$ cat src/rtl/lifo_stack_param.sv
// Parametrised LIFO stack with registered read port, occupancy count,
// almost-full threshold, replace-top mode and sticky error flags.
module lifo_stack_param #(
    parameter int DATA_WIDTH        = 32,
    parameter int DEPTH             = 8,
    parameter int ALMOST_FULL_LEVEL = DEPTH - 1,
    localparam int CW               = $clog2(DEPTH + 1)
) (
    input  logic                  Clk_In,
    input  logic                  Reset_In,
    input  logic [DATA_WIDTH-1:0] Data_In,
    input  logic                  Push_In,
    input  logic                  Pop_In,
    input  logic                  Peek_In,
    input  logic                  Clear_Err_In,
    output logic [DATA_WIDTH-1:0] Data_Out,
    output logic                  Data_Valid_Out,
    output logic [CW-1:0]         Count_Out,
    output logic                  LIFO_Empty,
    output logic                  LIFO_Full,
    output logic                  LIFO_Almost_Full,
    output logic                  Overflow_Out,
    output logic                  Underflow_Out
);

    localparam int AW = $clog2(DEPTH);
    localparam logic [CW-1:0] DEPTH_C = CW'(DEPTH);
    localparam logic [CW-1:0] AF_C    = CW'(ALMOST_FULL_LEVEL);

    logic [DATA_WIDTH-1:0] mem [DEPTH];

    logic [AW-1:0]         top_idx;
    logic [AW-1:0]         wr_idx;
    logic [DATA_WIDTH-1:0] top_data;
    logic                  is_empty;
    logic                  is_full;
    logic                  do_replace;
    logic                  do_push;
    logic                  do_pop;
    logic                  do_peek;
    logic                  do_read;
    logic                  set_ovf;
    logic                  set_unf;
    logic [CW-1:0]         sp_next;

    always_comb begin
        is_empty   = (Count_Out == '0);
        is_full    = (Count_Out == DEPTH_C);
        top_idx    = AW'(Count_Out - 1'b1);
        wr_idx     = AW'(Count_Out);
        top_data   = mem[top_idx];

        do_replace = Push_In & Pop_In & !is_empty;
        // A push paired with a pop on an empty stack still lands in mem[0].
        do_push    = Push_In & ((Pop_In & is_empty) | (!Pop_In & !is_full));
        do_pop     = Pop_In & !Push_In & !is_empty;
        do_peek    = Peek_In & !Pop_In & !is_empty;
        do_read    = do_replace | do_pop | do_peek;

        set_ovf    = Push_In & !Pop_In & is_full;
        set_unf    = is_empty & (Pop_In | Peek_In);

        sp_next = Count_Out;
        if (do_push) begin
            sp_next = Count_Out + 1'b1;
        end else if (do_pop) begin
            sp_next = Count_Out - 1'b1;
        end
    end

    // Storage is intentionally not reset.
    always_ff @(posedge Clk_In) begin
        if (do_replace) begin
            mem[top_idx] <= Data_In;
        end else if (do_push) begin
            mem[wr_idx] <= Data_In;
        end
    end

    always_ff @(posedge Clk_In or negedge Reset_In) begin
        if (!Reset_In) begin
            Count_Out        <= '0;
            Data_Out         <= '0;
            Data_Valid_Out   <= 1'b0;
            LIFO_Empty       <= 1'b1;
            LIFO_Full        <= 1'b0;
            LIFO_Almost_Full <= 1'b0;
            Overflow_Out     <= 1'b0;
            Underflow_Out    <= 1'b0;
        end else begin
            Count_Out        <= sp_next;
            Data_Valid_Out   <= do_read;
            LIFO_Empty       <= (sp_next == '0);
            LIFO_Full        <= (sp_next == DEPTH_C);
            LIFO_Almost_Full <= (sp_next >= AF_C);
            if (do_read) begin
                Data_Out <= top_data;
            end
            // A flag raised this cycle survives a simultaneous clear.
            Overflow_Out  <= set_ovf | (Overflow_Out & !Clear_Err_In);
            Underflow_Out <= set_unf | (Underflow_Out & !Clear_Err_In);
        end
    end

endmodule
$ cat config.mk
export PLATFORM = sky130hd
export DESIGN_NAME = lifo_stack_param
export DESIGN_NICKNAME = d
export VERILOG_FILES = /design/src/rtl/lifo_stack_param.sv
export SDC_FILE = /design/constraint.sdc
export NUM_CORES = 1
export LEC_CHECK = 0
export ABC_AREA = 1
export CORE_ASPECT_RATIO = 2
export CORE_UTILIZATION = 58
export DETAILED_ROUTE_END_ITERATION = 10
export HOLD_SLACK_MARGIN = 0.02
export PLACE_DENSITY = 0.81
export SYNTH_ARGS = -nofsm -noshare
export SYNTH_HDL_FRONTEND = slang
export SYNTH_SLANG_ARGS = --single-unit
export TNS_END_PERCENT = 50
$ cat constraint.sdc
create_clock -name Clk_In -period 4.7 [get_ports Clk_In]
set_input_delay 0.94 -clock Clk_In [delete_from_list [all_inputs] [get_ports Clk_In]]
set_output_delay 0.94 -clock Clk_In [all_outputs]
set_load 0.01 [all_outputs]
; Word-level counts from Yosys, hierarchy flattened
; Memories as Yosys holds them, arrays and structs flattened. A register that Yosys moved wholly into a read port is not among the register bits.
; Cells that the tools add are included.
[word_totals]
ff_bits = 10
word_cells = 52
ram_bits = 256
n_memories = 1
out_inout_bits = 42
input_bits = 38
[mem_list]
columns = memory, words, word_bits, rd, rd_ports_with_merged_regs, wr, line_no
row1 = mem, 8, 32, 1, 1, 1, 30  ; logic [DATA_WIDTH-1:0] mem [DEPTH];
[op_classes]
bitwise_logic = 20
mux = 10
addsub = 2
eq_ne = 2
n_reduce_logical = 9
order_cmp = 1
[ops]
columns = op, count
row1 = $mux 32, 1
row2 = $reduce_or 32->1, 1
row3 = $and 1x1->1, 14
row4 = $eq 4x4->1 const B, 2
row5 = $logic_not 4->1, 2
row6 = $mux 4, 2
row7 = $logic_not 1->1, 6
row8 = $mux 1, 6
row9 = $or 1x1->1, 6
row10 = $add 4x1->4 const B, 1
row11 = $ge 4x3->1 const B, 1
row12 = $sub 4x1->4 const B, 1
row13 = $mux 3, 1

; Longest topological paths before layout
[depth]
depth_word = 10
ltp_mapped = 13
ltp_nobuf = 11

; Worst setup path after synthesis
; Ideal clock, no wire load.
[synth_path]
path_type = reg-to-reg
from = register Count_Out[0]
to = memory mem[0][0], enable pin
t_required_ns = 4.279
n_path_buf = 3
synth_period_minus_slack_ns = 3.531
arrival_ns = 3.110
stages_incl_launch_ff = 14
path_slack_ns = 1.169
setup_time_ns = 0.421
path_cell_list = dfrtp_1 inv_2 buf_6 buf_2 ha_1 nand2_2 nand2_1 nand3_2 buf_6 nand2_1 o21ai_2 inv_1 nand2_1 nor2_1
[synth_via]
elab_chain_len = 10
elab_cells_between_ends = 18
cone_classes = add/sub: 1 / eq/ne: 1 / mux: 7 / bitwise: 5 / reduce/logical: 4
[synth_rtl]
columns = element, line_no
row1 = "start, declared", 18  ; output logic [CW-1:0] Count_Out,
row2 = "start signal, assigned", 91  ; Count_Out <= sp_next;
row3 = $eq 4x4->1, 48  ; is_full = (Count_Out == DEPTH_C);
row4 = $logic_not 1->1, 55  ; do_push = Push_In & ((Pop_In & is_empty) | (!Pop_In & !is_full));
row5 = $and 1x1->1, 55
row6 = $or 1x1->1, 55
row7 = $and 1x1->1, 55
row8 = $mux 1, 75  ; end else if (do_push) begin
row9 = $mux 1, 73  ; if (do_replace) begin
row10 = $mux 1 (implied by the code), 76  ; mem[wr_idx] <= Data_In;
row11 = $reduce_or 32->1 (no source line), n/a
row12 = $mux 3 (no source line) or $mux 1 (tied branches), n/a
row13 = "end, declared", 30
; Several ways; a longest one is shown, not always the timed one.

; Worst setup path in the final report
[layout_path]
from = register Count_Out[0]
to = memory mem[1][2], enable pin
; Same word-level chain as after synthesis.

==> flow_metrics.py <==
metrics = {
    "routing": {
        "wl_per_cell_um": 20.5,
        "first_pass_iters": 5,
        "post-route-drc-count": 0,
        "drt_iter0_markers": 654,
        "drt_wl_total_mm": 26.2,
        "vias": 7498,
        "drt-vias-per-instance": 5.87,
        "ant_nets": 0,
    },
    "die": {
        "dieArea_um2": 20800,
        "core_um2": 19800,
        "rows": 73,
        "die_y_um": 203,
        "pin_count": 80,
        "die_x_um": 102,
        "initial_utilization_pct": 59.1,
    },
    "global_route": {
        "use_met2_pct": 45.7,
        "track_usage_pct": 26.2,
        "met1_usage_pct": 32.4,
        "grt_pass1_wl_mm": 40.3,
        "antenna_found_initial": 0,
        "met3_usage_pct": 2.93,
        "grt-ovfl-total": 0,
        "grt_max_degree": 97,
        "grt_pass1_vias": 7471,
        "busiest_layer": "met2",
    },
    "setup_path": {
        "crit_path_end_kind": "flip-flop",
        "critPathLaunchType": "flip-flop",
        "cp_max_fo": 39,
        "max_stage_delay_ns": 0.89,
        "worst_path_max_delay_cell": "nor2_4",
        "arrival_ns": 3.38,
        "cp_cell_sequence": "clkinv_2 -> ha_2 -> nand2_2 -> nand2_1 -> nand3_2 -> inv_1 -> nand2_1 -> nand3_1 -> nor2_4",
        "cp_num_buf_inv": 2,
        "worst-setup-path-type": "flip-flop to flip-flop",
        "crit_path_frequent_cell": "nand2_1",
        "cpLargestDelayFamily": "simple AND/OR/NAND/NOR gates",
        "worstPathRequired_ns": 4.84,
    },
    "layout": {
        "stdcell_area_um2": 13600,
        "n_fill_cell": 1329,
        "final_common_cell": "edfxtp_1",
        "final_cell_mix": "edfxtp_1, nor2_1, o21ai_0, nand2_1, clkdlybuf4s50_1",
        "fin_util_pct": 68.7,
        "antenna_cells": 0,
        "synthToLayoutAreaGrowth_pct": 16.3,
        "drive_above_1_share_pct": 8.77,
        "final_nets": 1037,
        "layout.cells.non_filler": 1277,
    },
    "timing": {
        "period_share_pct": 69.0,
        "period_needed_ns": 3.24,
        "holdWs_ns": 0.288,
        "slew_headroom_pct": 33.3,
        "worst_pin_slew_ns": 0.998,
        "setup_viol": 0,
        "final_hold_viol_count": 0,
        "fin_tns_setup_ns": 0,
        "setup_slack_ns": 1.46,
        "rsz0062_at_grt": "false",
        "maxClockFrequency_mhz": 308,
        "finalClockSkew_ns": 0.0144,
        "finalMaxSlewViolations": 0,
    },
    "placement": {
        "dp_cells": 1233,
        "port_buffers": 79,
        "hpwlAfterDp_mm": 15.5,
        "dpl_worst_slack_ns": 1.13,
        "placed_area_um2": 12800,
        "gp_congestion": 0.813,
    },
    "clock_tree": {
        "clock_latency_ns": 0.52,
        "htree_levels": 1,
        "ctsHoldBuffers": 0,
        "post_cts.repair.setup_buffers": 0,
        "cts.sinks": 298,
        "cts_resized": 0,
        "path_clk_slew_ns": 0.07,
        "numCtsBuffers": 24,
        "cts.path.max_buffers": 3,
        "cts_tree": "built",
        "cts-root-buf": "clkbuf_16",
    },
    "synth": {
        "synth_nets": 968,
        "ys.flop_type": "edfxtp_1",
        "synth.distinct_cells": 24,
        "ys_async_sr_fraction_pct": 14.1,
        "synthMuxAreaShare_pct": 0,
        "synth_compound_gate_area_share_pct": 9.82,
        "synth_warnings": 0,
        "synth_edf_count": 256,
        "synth-xor-area-share_pct": 0.150,
        "synth-seq-cells": 298,
        "synth_simple_gate_area_share_pct": 12.2,
        "postSynthAreaPerCell_um2": 12.6,
        "synth_top_family_by_area": "simple AND/OR/NAND/NOR gates",
        "synthAdderAreaFrac_pct": 0.214,
        "ys_seq_area_share_pct": 74.6,
        "synth_cells": 928,
        "syn_area_um2": 11700,
    },
    "pwr": {
        "power_density_nw_per_um2": 724,
        "power_leakage_nw": 4.77,
        "ir_worst_vdd_uv": 475,
        "p_total_mw": 9.87,
    },
    "job": {
        "drv_cap": 0,
    },
    "min_path": {
        "hold_class": "primary input to asynchronous set/reset pin",
    },
    "run_status": {
        "outcome": "completed",
    },
}
flip-flops by register name (all words and copies together) (netlist names):
register and count:
Overflow_Out 1, Count_Out 4, Data_Valid_Out 1, mem 256, LIFO_Almost_Full 1, LIFO_Empty 1, Data_Out 32, LIFO_Full 1
Underflow_Out 1
cell families after synthesis:
family	after synthesis
AO/OA/AOI/OAI	196
adder cells (fa/ha/maj)	2
XOR/XNOR	2
buffers and inverters	74
AND/OR/NAND/NOR	356
flip-flops	298
path summary, 6_finish.rpt:
kind	end	slack, ns	depth (start not counted)	startpoint
min reg2reg	Data_Out[16]$_DFFE_PN0P_	0.48	2	Data_Out[16]$_DFFE_PN0P_
min in group Clk_In	Data_Out[16]$_DFFE_PN0P_	0.48	2	Data_Out[16]$_DFFE_PN0P_
max in group asynchronous	Count_Out[0]$_DFF_PN0_	3.62	2	Reset_In
min	Data_Out[22]$_DFFE_PN0P_	0.29	1	Reset_In
max	mem[1][2]$_DFFE_PP_	1.46	9	Count_Out[0]$_DFF_PN0_
max reg2reg	mem[1][2]$_DFFE_PP_	1.46	9	Count_Out[0]$_DFF_PN0_
cells in the mapped netlist, types with 6 or more instances:
| cell | number | area [um2] |
|---|---|---|
| buf_2 | 30 | 150 |
| clkbuf_1 | 16 | 60.1 |
| dfrtp_1 | 41 | 1030 |
| edfxtp_1 | 256 | 7690 |
| inv_1 | 13 | 48.8 |
| inv_2 | 6 | 22.5 |
| nand2_1 | 98 | 368 |
| nand2_2 | 6 | 37.5 |
| nand3_1 | 40 | 200 |
| nor2_1 | 207 | 777 |
| o211ai_1 | 64 | 480 |
| o21ai_0 | 114 | 571 |
| o21ai_1 | 15 | 75.1 |
routing by layer:
metal / up-vias / share of wire [%]
met4: 0 / 3.6
met2: 321 / 54
met3: 63 / 5.9
met5: - / 0
met1: 3666 / 36
li1: 3448 / -
worst reg2reg max path: stages (launching register included):
cell and delay (ns):
dfrtp_4 0.68, clkinv_2 0.13, ha_2 0.24, nand2_2 0.10
nand2_1 0.07, nand3_2 0.20, inv_1 0.12, nand2_1 0.09
nand3_1 0.31, nor2_4 0.89
area by class of cell:
type / count / area (um2) / share of cell area [%]
flip-flops and latches: 298 / 8740 / 64.2
multi-input cells: 556 / 2690 / 19.7
repair buffers: 98 / 928 / 6.82
clock buffers: 26 / 639 / 4.69
well taps: 262 / 328 / 2.41
clock inverters: 18 / 224 / 1.64
inverters: 19 / 72.6 / 0.533
power breakdown:
group	total (mW)	internal (mW)	switching, mW	leakage, nW
clock network	2.17	1.26	0.909	0.425
logic	3.90	1.28	2.61	1.51
registers	3.80	3.55	0.241	2.83
total	9.87	6.10	3.76	4.77
Power figures use the tool's default switching activity.
==> variant 1 (same flow settings) <==
The parameter `DEPTH` goes from 8 to 32.
--- a/src/rtl/lifo_stack_param.sv
+++ b/src/rtl/lifo_stack_param.sv
@@ -2,7 +2,7 @@
 // almost-full threshold, replace-top mode and sticky error flags.
 module lifo_stack_param #(
     parameter int DATA_WIDTH        = 32,
-    parameter int DEPTH             = 8,
+    parameter int DEPTH             = 32,
     parameter int ALMOST_FULL_LEVEL = DEPTH - 1,
     localparam int CW               = $clog2(DEPTH + 1)
 ) (
Interface: changed (resized Count_Out); port bits go from 80 to 82. No check against the original RTL was run, so the function may have changed too.
==> variant 1 against the original RTL <==
  * Non-clock buffer count up 53
  * Clock power rose to 3.5 times the old value
  * Sequential cell count up 770
  * Final area rose to 3.5 times the old value
  * Wire length rose to 4.2 times the old value
  * Via count rose to 3.8 times the old value
  * Final cell count rose to 3.7 times the old value
  * Combinational power rose to 3.7 times the old value
  * Critical path depth up 4
  * Total power rose to 3.4 times the old value
  * Worst setup slack worse by 0.52 ns
  * Area after synthesis rose to 3.7 times the old value
  * Critical path type unchanged
==> variant 1: results (changes against the original RTL) <==
[run_status]
run_status = complete, no violations

[finish]
final_area_sq_mm = 0.0479  ; +250%
top_regs = mem (1024), Data_Out (32), Count_Out (6)
drive_above_1_share_pct = 7.85  ; -0.92 points
fillCellCount = 4958  ; +270%
n_antenna_cell = 0  ; unchanged

[routing]
ant_nets = 0  ; unchanged
vias = 28635  ; +280%
drt-pass1-iter-count = 6  ; +1
drt-total-wl_um = 109000  ; +320%
drtIter0Drc = 3292  ; +400%

[clocking]
postCtsResizedCells = 0  ; unchanged
cts_root_buffer = clkbuf_16
cts_buffers = 84  ; +250%
htree_levels = 3  ; +2
path_clk_slew_ns = 0.07  ; about the same
cts_buffer_depth = 3  ; unchanged
clock_latency_ns = 0.66  ; +0.14 ns
cts_setup_buffers = 0  ; unchanged

[global_route]
met2_usage_pct = 51.9  ; +6.2 points
grtUsageMet1_pct = 34.2  ; +1.7 points
antenna_found_initial = 0  ; unchanged
track_usage_pct = 29.3  ; +3.1 points
grt_max_degree = 199  ; +110%
grt_pass1_vias = 28231  ; +280%
use_met3_pct = 3.48  ; +0.56 points
grt_pass1_wl_um = 165000  ; +310%

[critical_path]
worstPathMaxFanout = 110  ; +180%
crit_arrival_ns = 4.09  ; +0.71 ns

[logic_synthesis]
synthTopCellsByCount = nand2_1 (1382), edfxtp_1 (1024), nand3_1 (875)
ys_warn_count = 0  ; unchanged
yosysUniqueCellTypes = 35  ; +46%
ys.flop_type = edfxtp_1
synth_nets = 3703  ; +280%
synth_edf_count = 1024  ; +300%
yosysSeqAreaShare_pct = 74.0  ; -0.64 points
synthArstFlopShare_pct = 4.12  ; -10 points
yosys-top-cells-area = edfxtp_1 (71%), nand2_1 (12%), nand3_1 (10%)

[power_and_ir_drop]
ir_worst_vdd_v = 0.000831  ; +75%
cellLeakagePower_nw = 17.3  ; +260%

[placement]
finalWeightedCongestion = 0.896  ; +10%
post-dp-hpwl_um = 64300  ; +310%
place_area_sq_mm = 0.0449  ; +250%
portBuffers = 81  ; +2.5%

[sta]
slew_headroom_pct = 25.5  ; -7.8 points
fin_skew_ns = 0.0190  ; +0.00461 ns

[worst_hold_path]
hold_path_class = input port to asynchronous set/reset pin

variant 1: per-stage QoR:
step	util [%]	cells	setup WS [ns]	hold slack (ns)	power, mW
after floorplan	-	3663	0.650	0.516	20.9
after global placement	61.1	4517	0.624	0.466	25.7
after detailed placement	61.1	4517	0.632	0.465	26.0
after CTS	65.1	4673	0.973	0.283	33.6
after global routing	65.1	4673	0.777	0.313	35.3
final	65.1	4673	0.932	0.286	33.8
variant 1: worst paths after layout:
kind	endpoint	start	slack [ns]	cells past startpoint
worst min-delay path	LIFO_Almost_Full$_DFF_PN0_	Reset_In	0.29	1
worst max-delay path	mem[15][28]$_DFFE_PP_	Count_Out[0]$_DFF_PN0_	0.93	13
max in group asynchronous	Count_Out[0]$_DFF_PN0_	Reset_In	3.52	2
worst min register to register	Data_Out[15]$_DFFE_PN0P_	Data_Out[15]$_DFFE_PN0P_	0.48	2
worst max register to register	mem[15][28]$_DFFE_PP_	Count_Out[0]$_DFF_PN0_	0.93	13
min in group Clk_In	Data_Out[15]$_DFFE_PN0P_	Data_Out[15]$_DFFE_PN0P_	0.48	2
variant 1: kinds of logic (layout without fill, tap and decap cells):
kind of cell | Yosys count | count (layout) | synth area share (%)
simple gates | 2327 | 2327 | 23.1
flops | 1068 | 1068 | 74.0
buf+inv | 252 | 333 | 2.57
compound gates | 10 | 10 | 0.186
xor+xnor | 4 | 4 | 0.116
fa+ha+maj | 2 | 2 | 0.0581
variant 1: final cells by class:
| type | count | share of cell area, % |
|---|---|---|
| multi-input cells | 2343 | 21.7 |
| clock buffers | 109 | 4.78 |
| clock inverters | 47 | 1.33 |
| inverters | 26 | 0.248 |
| well taps | 929 | 2.43 |
| flip-flops and latches | 1068 | 66.6 |
| repair buffers | 151 | 2.96 |
variant 1: critical path: stages (launching register included):
cell      delay [ns]
dfrtp_4         0.51
inv_8           0.49
ha_4            0.29
nand2_1         0.07
nor2_1          0.12
nand3b_2        0.15
nand2_4         0.16
inv_4           0.08
nand2_2         0.08
o21ai_4         0.09
inv_2           0.09
nand3_2         0.40
nor2_4          0.44
buf_4           0.42
variant 1: metal layers:
layer	share of wire, %	wire, um
met1	33	36600
met3	8.0	8770
met2	53	57800
met5	0	0
met4	5.5	6040
variant 1: power breakdown:
part,total (mW),switching (mW),internal (mW)
combinational,14.6,10.6,4.01
sequential,11.6,0.276,11.3
clock,7.57,3.28,4.29
total,33.8,14.2,19.6
==> variant 2 (config.mk and constraints unchanged) <==
Without the edit above. Make the reset (`Reset_In`) synchronous in one clocked block.
--- a/src/rtl/lifo_stack_param.sv
+++ b/src/rtl/lifo_stack_param.sv
@@ -77,7 +77,7 @@
         end
     end
 
-    always_ff @(posedge Clk_In or negedge Reset_In) begin
+    always_ff @(posedge Clk_In) begin
         if (!Reset_In) begin
             Count_Out        <= '0;
             Data_Out         <= '0;
Behaviour: differs if Reset_In is asserted again (counterexample within 4 cycles, from zero or initial values and one cycle with Reset_In low); with Reset_In held inactive, the same outputs for 4 cycles.
==> variant 2 against the original RTL <==
  * Worst setup slack lost 0.30 ns
  * Sequential cell count did not move
  * Area after synthesis fell by 2.1%
  * Final area down 2.5%
  * Synthesized cell count fell by 1.9%
  * Wire length shrank 7.3%
  * Largest cell class unchanged
Power is not compared: it rests on default switching activity, and its combinational part moved more than twofold at a synthesized area within 25%.
==> variant 2: results (changes against the original RTL) <==
[run_status]
run_status = complete, no violations

[logic_synthesis]
yosys-top-cells-area = edfxtp_1 (67%), dfxtp_1 (7.3%), o21ai_0 (6.8%)
yosys.area_share.adder_pct = 0.218  ; +0.0046 points
synth-xor-area-share_pct = 0.295  ; +0.15 points
yosysSeqAreaShare_pct = 74.4  ; -0.22 points
yosysUniqueCellTypes = 32  ; +33%
synth_nets = 950  ; -1.9%
synth_compound_gate_area_share_pct = 14.0  ; +4.2 points
synthTopCellsByCount = edfxtp_1 (256), nor2_1 (177), o21ai_0 (156)
synthArstFlopShare_pct = 0  ; -14 points

[critical_path]
r2r_slack_ns = 1.16  ; -0.30 ns
crit_arrival_ns = 3.69  ; +0.31 ns
crit_slowest_cell = dfxtp_4
worstPathMaxFanout = 65  ; +67%
critical_path.top_delay_family = buffers and inverters
cpPeakStageDelay_ns = 0.77  ; -0.12 ns

[routing]
drt-total-wl_um = 24300  ; -7.3%
drtIter0Drc = 532  ; -19%

[sta]
period_share_pct = 75.4  ; +6.4 points
tightest_slew_ns = 0.993  ; -0.00448 ns
timing.hold.ws_ns = 0.482  ; +0.194 ns

[global_route]
grt_pass1_vias = 7584  ; +1.5%
grt_pass1_wl_um = 38600  ; -4.2%
grt_max_degree = 99  ; +2.1%
track_usage_pct = 24.9  ; -1.3 points

[finish]
drive_above_1_share_pct = 7.29  ; -1.5 points
nets = 1009  ; -2.7%
fillCellCount = 1314  ; -1.1%

[placement]
finalWeightedCongestion = 0.766  ; -5.8%
post-dp-hpwl_um = 12900  ; -17%

[worst_hold_path]
hold_path_class = flop to flop

[clocking]
cts_setup_buffers = 0  ; unchanged

[variant 2: layout make-up]
| type | count | share of cell area (%) |
|---|---|---|
| inverters | 21 | 0.612 |
| clock inverters | 8 | 0.895 |
| multi-input cells | 532 | 20.0 |
| clock buffers | 36 | 5.17 |
| well taps | 259 | 2.44 |
| repair buffers | 92 | 6.69 |
| flip-flops and latches | 298 | 64.2 |
[variant 2: per-layer routing]
metal	wire length (um)	global-route usage [%]
met5	0	0
met4	860	11.6
met3	1460	2.61
met2	12700	43.1
met1	9250	31.1
[variant 2: cell families after synthesis]
family / Yosys count
DFF: 298
AOI/OAI and AO/OA: 295
and+or+nand+nor: 232
buffers and inverters: 80
xor gates and xnor gates: 3
adders and majority gates: 2
[variant 2: worst paths after layout]
| check | start | endpoint |
|---|---|---|
| worst max-delay path | Count_Out[0]$_SDFF_PN0_ | mem[4][23]$_DFFE_PP_ |
| worst min-delay path | Underflow_Out$_SDFF_PN0_ | Underflow_Out$_SDFF_PN0_ |
| worst max register to register | Count_Out[0]$_SDFF_PN0_ | mem[4][23]$_DFFE_PP_ |
| worst min register to register | Underflow_Out$_SDFF_PN0_ | Underflow_Out$_SDFF_PN0_ |
[variant 2: worst register-to-register path: cells and delay by family (launching register included)]
family,cells,cell delay [ns]
DFF,1,0.77
xor gates and xnor gates,1,0.14
AOI/OAI and AO/OA,1,0.15
buffers and inverters,3,1.33
and+or+nand+nor,3,0.38
adders and majority gates,1,0.38
[variant 2: through the flow]
| stage | util [%] | std cells | area (sq um) | power (mW) |
|---|---|---|---|---|
| 6_report | 68.6 | 1246 | 13300 | 7.02 |
| 5_1_grt | 68.6 | 1246 | 13300 | 7.31 |
| 4_1_cts | 68.6 | 1246 | 13300 | 7.05 |
| 3_5_place_dp | 64.4 | 1202 | 12500 | 5.02 |
| 3_3_place_gp | 64.4 | 1202 | 12500 | 4.95 |
| 2_1_floorplan | - | 910 | 11500 | 4.38 |
[variant 2: where the power goes]
group	internal [mW]	switching (mW)
Combinational	0.571	1.07
Clock	1.18	0.874
Sequential	3.20	0.120
Total	4.95	2.07
